## config.mk

```make
export PLATFORM = sky130hd
export DESIGN_NAME = register16_univ_shift
export DESIGN_NICKNAME = d
export VERILOG_FILES = /design/src/rtl/register16_univ_shift.sv
export SDC_FILE = /design/constraint.sdc
export NUM_CORES = 1
export LEC_CHECK = 0
export ABC_AREA = 1
export BUFFER_PORTS_ARGS = -buffer_cell sky130_fd_sc_hd__buf_2
export CORE_MARGIN = 5
export CORE_UTILIZATION = 57
export DETAILED_ROUTE_END_ITERATION = 16
export PLACE_DENSITY = 0.9
export SYNTH_ARGS = -nofsm -noshare
export SYNTH_HDL_FRONTEND = slang
export SYNTH_SLANG_ARGS = --single-unit
```

## constraint.sdc

```tcl
create_clock -name clk -period 2.7 [get_ports clk]
set_input_delay 0.405 -clock clk [delete_from_list [all_inputs] [get_ports clk]]
set_output_delay 0.405 -clock clk [all_outputs]
set_load 0.01 [all_outputs]
```

## src/rtl/register16_univ_shift.sv

```systemverilog
// +--------------------------------------------------------------------------+
// | register16_univ_shift                                                    |
// | WIDTH-bit universal register: load/clear/hold, 1-bit shift/rotate steps, |
// | and a shift-by-N sequencer with busy/done. Optional macro: REG_PARITY_EN |
// | (adds q_par, registered even parity of q).                               |
// | Revision: 1.0                                                            |
// +--------------------------------------------------------------------------+
`default_nettype none

module register16_univ_shift #(
  parameter int unsigned          WIDTH     = 16,
  parameter int unsigned          SHW       = 5,
  parameter logic [WIDTH-1:0]     RESET_VAL = '0
) (
  input  logic             clk,
  input  logic             reset,
  input  logic             en,
  input  logic             start,
  input  logic [2:0]       mode,
  input  logic [WIDTH-1:0] d,
  input  logic [SHW-1:0]   shamt,
  input  logic             ser_in,
  output logic [WIDTH-1:0] q,
  output logic             ser_out,
  output logic             busy,
  output logic             done
`ifdef REG_PARITY_EN
  ,
  output logic             q_par
`endif
);

  typedef enum logic [0:0] {
    IDLE  = 1'b0,
    SHIFT = 1'b1
  } state_t;

  localparam logic [2:0] C_HOLD  = 3'b000;
  localparam logic [2:0] C_LOAD  = 3'b001;
  localparam logic [2:0] C_SLL   = 3'b010;
  localparam logic [2:0] C_SRL   = 3'b011;
  localparam logic [2:0] C_SRA   = 3'b100;
  localparam logic [2:0] C_ROL   = 3'b101;
  localparam logic [2:0] C_ROR   = 3'b110;
  localparam logic [2:0] C_CLEAR = 3'b111;

  state_t           state_q, state_d;
  logic [WIDTH-1:0] reg_q, reg_d;
  logic             ser_q, ser_d;
  logic             done_q, done_d;
  logic [SHW-1:0]   rem_q, rem_d;
  logic [2:0]       mode_lat_q, mode_lat_d;

  logic [2:0]       step_mode;
  logic [WIDTH-1:0] step_val;
  logic             step_ser;
  logic             is_shift;

  // In SHIFT the latched mode drives the step; live mode is ignored.
  assign step_mode = (state_q == SHIFT) ? mode_lat_q : mode;
  assign is_shift  = (mode != C_HOLD) && (mode != C_LOAD) && (mode != C_CLEAR);

  always_comb begin
    step_val = reg_q;
    step_ser = ser_q;
    case (step_mode)
      C_LOAD:  step_val = d;
      C_SLL: begin
        step_val = {reg_q[WIDTH-2:0], ser_in};
        step_ser = reg_q[WIDTH-1];
      end
      C_SRL: begin
        step_val = {ser_in, reg_q[WIDTH-1:1]};
        step_ser = reg_q[0];
      end
      C_SRA: begin
        step_val = {reg_q[WIDTH-1], reg_q[WIDTH-1:1]};
        step_ser = reg_q[0];
      end
      C_ROL: begin
        step_val = {reg_q[WIDTH-2:0], reg_q[WIDTH-1]};
        step_ser = reg_q[WIDTH-1];
      end
      C_ROR: begin
        step_val = {reg_q[0], reg_q[WIDTH-1:1]};
        step_ser = reg_q[0];
      end
      C_CLEAR: step_val = '0;
      default: step_val = reg_q;
    endcase
  end

  always_comb begin
    state_d    = state_q;
    reg_d      = reg_q;
    ser_d      = ser_q;
    done_d     = 1'b0;
    rem_d      = rem_q;
    mode_lat_d = mode_lat_q;
    case (state_q)
      IDLE: begin
        if (start) begin
          if (!is_shift) begin
            reg_d  = step_val;
            done_d = 1'b1;
          end else if (shamt == '0) begin
            done_d = 1'b1;
          end else begin
            reg_d = step_val;
            ser_d = step_ser;
            if (shamt == SHW'(1)) begin
              done_d = 1'b1;
            end else begin
              state_d    = SHIFT;
              rem_d      = shamt - SHW'(1);
              mode_lat_d = mode;
            end
          end
        end else if (en) begin
          reg_d = step_val;
          if (is_shift) ser_d = step_ser;
        end
      end
      SHIFT: begin
        reg_d = step_val;
        ser_d = step_ser;
        rem_d = rem_q - SHW'(1);
        if (rem_q == SHW'(1)) begin
          state_d = IDLE;
          done_d  = 1'b1;
        end
      end
      default: state_d = IDLE;
    endcase
  end

  always_ff @(posedge clk or posedge reset) begin
    if (reset) begin
      state_q    <= IDLE;
      reg_q      <= RESET_VAL;
      ser_q      <= 1'b0;
      done_q     <= 1'b0;
      rem_q      <= '0;
      mode_lat_q <= C_HOLD;
    end else begin
      state_q    <= state_d;
      reg_q      <= reg_d;
      ser_q      <= ser_d;
      done_q     <= done_d;
      rem_q      <= rem_d;
      mode_lat_q <= mode_lat_d;
    end
  end

  assign q       = reg_q;
  assign ser_out = ser_q;
  assign busy    = (state_q == SHIFT);
  assign done    = done_q;

`ifdef REG_PARITY_EN
  logic par_q;

  always_ff @(posedge clk or posedge reset) begin
    if (reset) par_q <= ^RESET_VAL;
    else       par_q <= ^reg_d;
  end

  assign q_par = par_q;
`endif

endmodule

`default_nettype wire
```

==> results.yml <==
route:
  wire_per_inst_um: 11.06
  met1Wirelength_mm: 1.806
  met3_wirelength_um: 226
  drt_iter0_markers: 132
  dr_wl_met2_mm: 2.007
  drc: 0
  wl_mm: 4.114
  num_vias: 1874
  highest_layer: "met4"
  ant_nets: 0
  vias_per_cell: 5.038
  firstDrtPassIters: 4
finish:
  drive_gt1_share_pct: 21.04
  syn2layout_area_growth_pct: 12.68
  post-route-util_pct: 68.10
  diodes: 0
  design_area_mm2: 0.002113
  seq_area_um2: 675.6
  multi_input_area_mm2: 0.001045
  final.fill_count: 298
  layout.nets: 362
timing:
  rsz0062_at_grt: "no"
  max_freq_mhz: 473.5
  worst_slew_pin_slew_ps: 560.5
  period_share_pct: 78.23
  setup_violations: 0
  slew_viol_final: 0
  tns_ps: 0
  hold_violations: 0
  relSlewSlack_pct: 62.59
  skew_ps: 16.87
  period_minus_slack_ps: 2112
grt:
  grt-ovfl-total: 0
  antenna_found_initial: 0
  grt.total_usage_pct: 19.21
  grt_max_degree: 31
  grt_pass1_wl_mm: 6.844
  first_global_vias: 1642
synth:
  ys_types: 22
  synthCells: 286
  synth_warnings: 0
  ys_seq_area_share_pct: 36.02
  ys_ff_latch: 27
  synthesis.area_mm2: 0.001876
  postSynthAreaPerCell_um2: 6.558
  synth_nets: 319
clocking:
  numCtsBuffers: 3
  holdBufCountCts: 0
  clk_pin_slew_worst_paths_ps: 160
  clk_latency_ps: 340
  clockBufferDepth: 2
  cts-resized-gates: 0
  cts_root_buf: "clkbuf_4"
  cts_tree: "done"
  htree_num_levels: 1
  cts_sinks: 27
  cts_setup_buffers: 0
placement:
  place_area_mm2: 0.002086
  detailed_place_hpwl_mm: 3.073
  port_buffers: 47
  place_congestion: 0.9106
power_and_ir_drop:
  leakagePower_nw: 1.185
  total_power_mw: 2.707
  ir_worst_vdd_mv: 0.5833
  power_density_mw_per_mm2: 1281
hold_path:
  min_path_type: "in2async"
flow_run:
  drv_cap: 0
setup_path:
  setup.worst_path.class: "reg2reg"
  path_max_fanout: 30
  crit_required_ps: 2990
  arrival_ps: 2400
  start_kind: "register"
  cp-end-kind: "register"
floorplanning:
  die-area_mm2: 0.004537
  rows: 20
  die_w_um: 67.36
  start_util_pct: 60.44
  io_pins: 48
  core_area_mm2: 0.003103
  die_height_um: 67.36
outcome:
  status: "completed"
==> logic make-up after synthesis <==
logic type               count (synthesis)  synth area share, %
adder cells (fa/ha/maj)                  4                2.669
flip-flops                              27                36.02
XOR/XNOR                                 2               0.9341
AO/OA/AOI/OAI                           18                4.870
AND/OR/NAND/NOR                        206                46.70
multiplexers                             1               0.5337
buffers and inverters                   28                8.272
==> flip-flops by register name (all words and copies together) (netlist names) <==
name and cells:
ser_out 1, mode_lat_q 3, rem_q 5, done 1
q 16, busy 1
==> layer usage <==
layer	up-vias	GRT usage, %
met5	-	0
met4	0	7.342
met3	11	2.496
met2	48	32.52
met1	838	24.92
li1	977	-
==> critical path: stages, from the launching register on <==
cell,delay [ps]
dfrtp_1,690
inv_2,220
nand2_1,130
nand2_2,90
nand3_1,110
nand3_2,450
nor2_1,240
nand2_1,80
nand2_1,60
==> where the power goes <==
group	internal, mW	switching, mW	leakage [nW]
clock	0.0557	0.126	0.0177
sequential	0.618	0.207	0.332
combinational	0.604	1.10	0.835
==> cell usage in the layout, fill, tap and decap left out <==
cell and instances:
a21oi_1 2, buf_2 47, buf_4 1, clkbuf_4 3, clkinv_2 1, dfrtp_1 27
ha_1 4, inv_1 15, inv_2 3, mux2i_1 1, nand2_1 118, nand2_2 7
nand2_4 3, nand3_1 27, nand3_2 3, nand4_1 2, nor2_1 43, nor2_2 1
nor3_1 2, o21ai_0 13, o21ai_1 2, o22ai_1 1, xnor2_1 1, xor2_1 1
==> cells in the mapped netlist (all sizes together) <==
library cell,count,area (um^2)
nand2,128,520.5
nor2,44,167.7
nand3,30,165.2
dfrtp,27,675.7
inv,18,67.56
o21ai,15,75.07
buf,10,87.58
ha,4,50.05
a21oi,2,10.01
nand4,2,12.51
nor3,2,10.01
mux2i,1,10.01
o22ai,1,6.260
xnor2,1,8.760
xor2,1,8.760
==> final timing paths <==
path	startpoint	cells past startpoint	to	slack (ps)
max in group asynchronous	reset	3	busy	2340
min	reset	3	q[10]	90
min in group clk	mode[1]	3	mode_lat_q[1]	350
max	busy	8	q[14]	590
max reg2reg	busy	8	q[14]	590
min reg2reg	mode_lat_q[1]	2	mode_lat_q[1]	510
==> through the flow <==
step | std cells | hold slack (ps) | setup slack [ps]
floorplan | 286 | 452.9 | 1256
global placement | 368 | 479.1 | 729.3
detailed placement | 368 | 484.6 | 618.3
CTS | 372 | 109.2 | 595.8
global route | 372 | 126.5 | 308.2
finish | 372 | 86.92 | 587.9
==> final cells by class <==
type	count	area share, %
inverters	18	3.197
clock buffers	3	1.066
multi-input cells	231	49.44
flip-flops and latches	27	31.97
clock inverters	1	0.2368
repair buffers	48	11.49
well taps	44	2.605
Power figures use the tool's default switching activity.
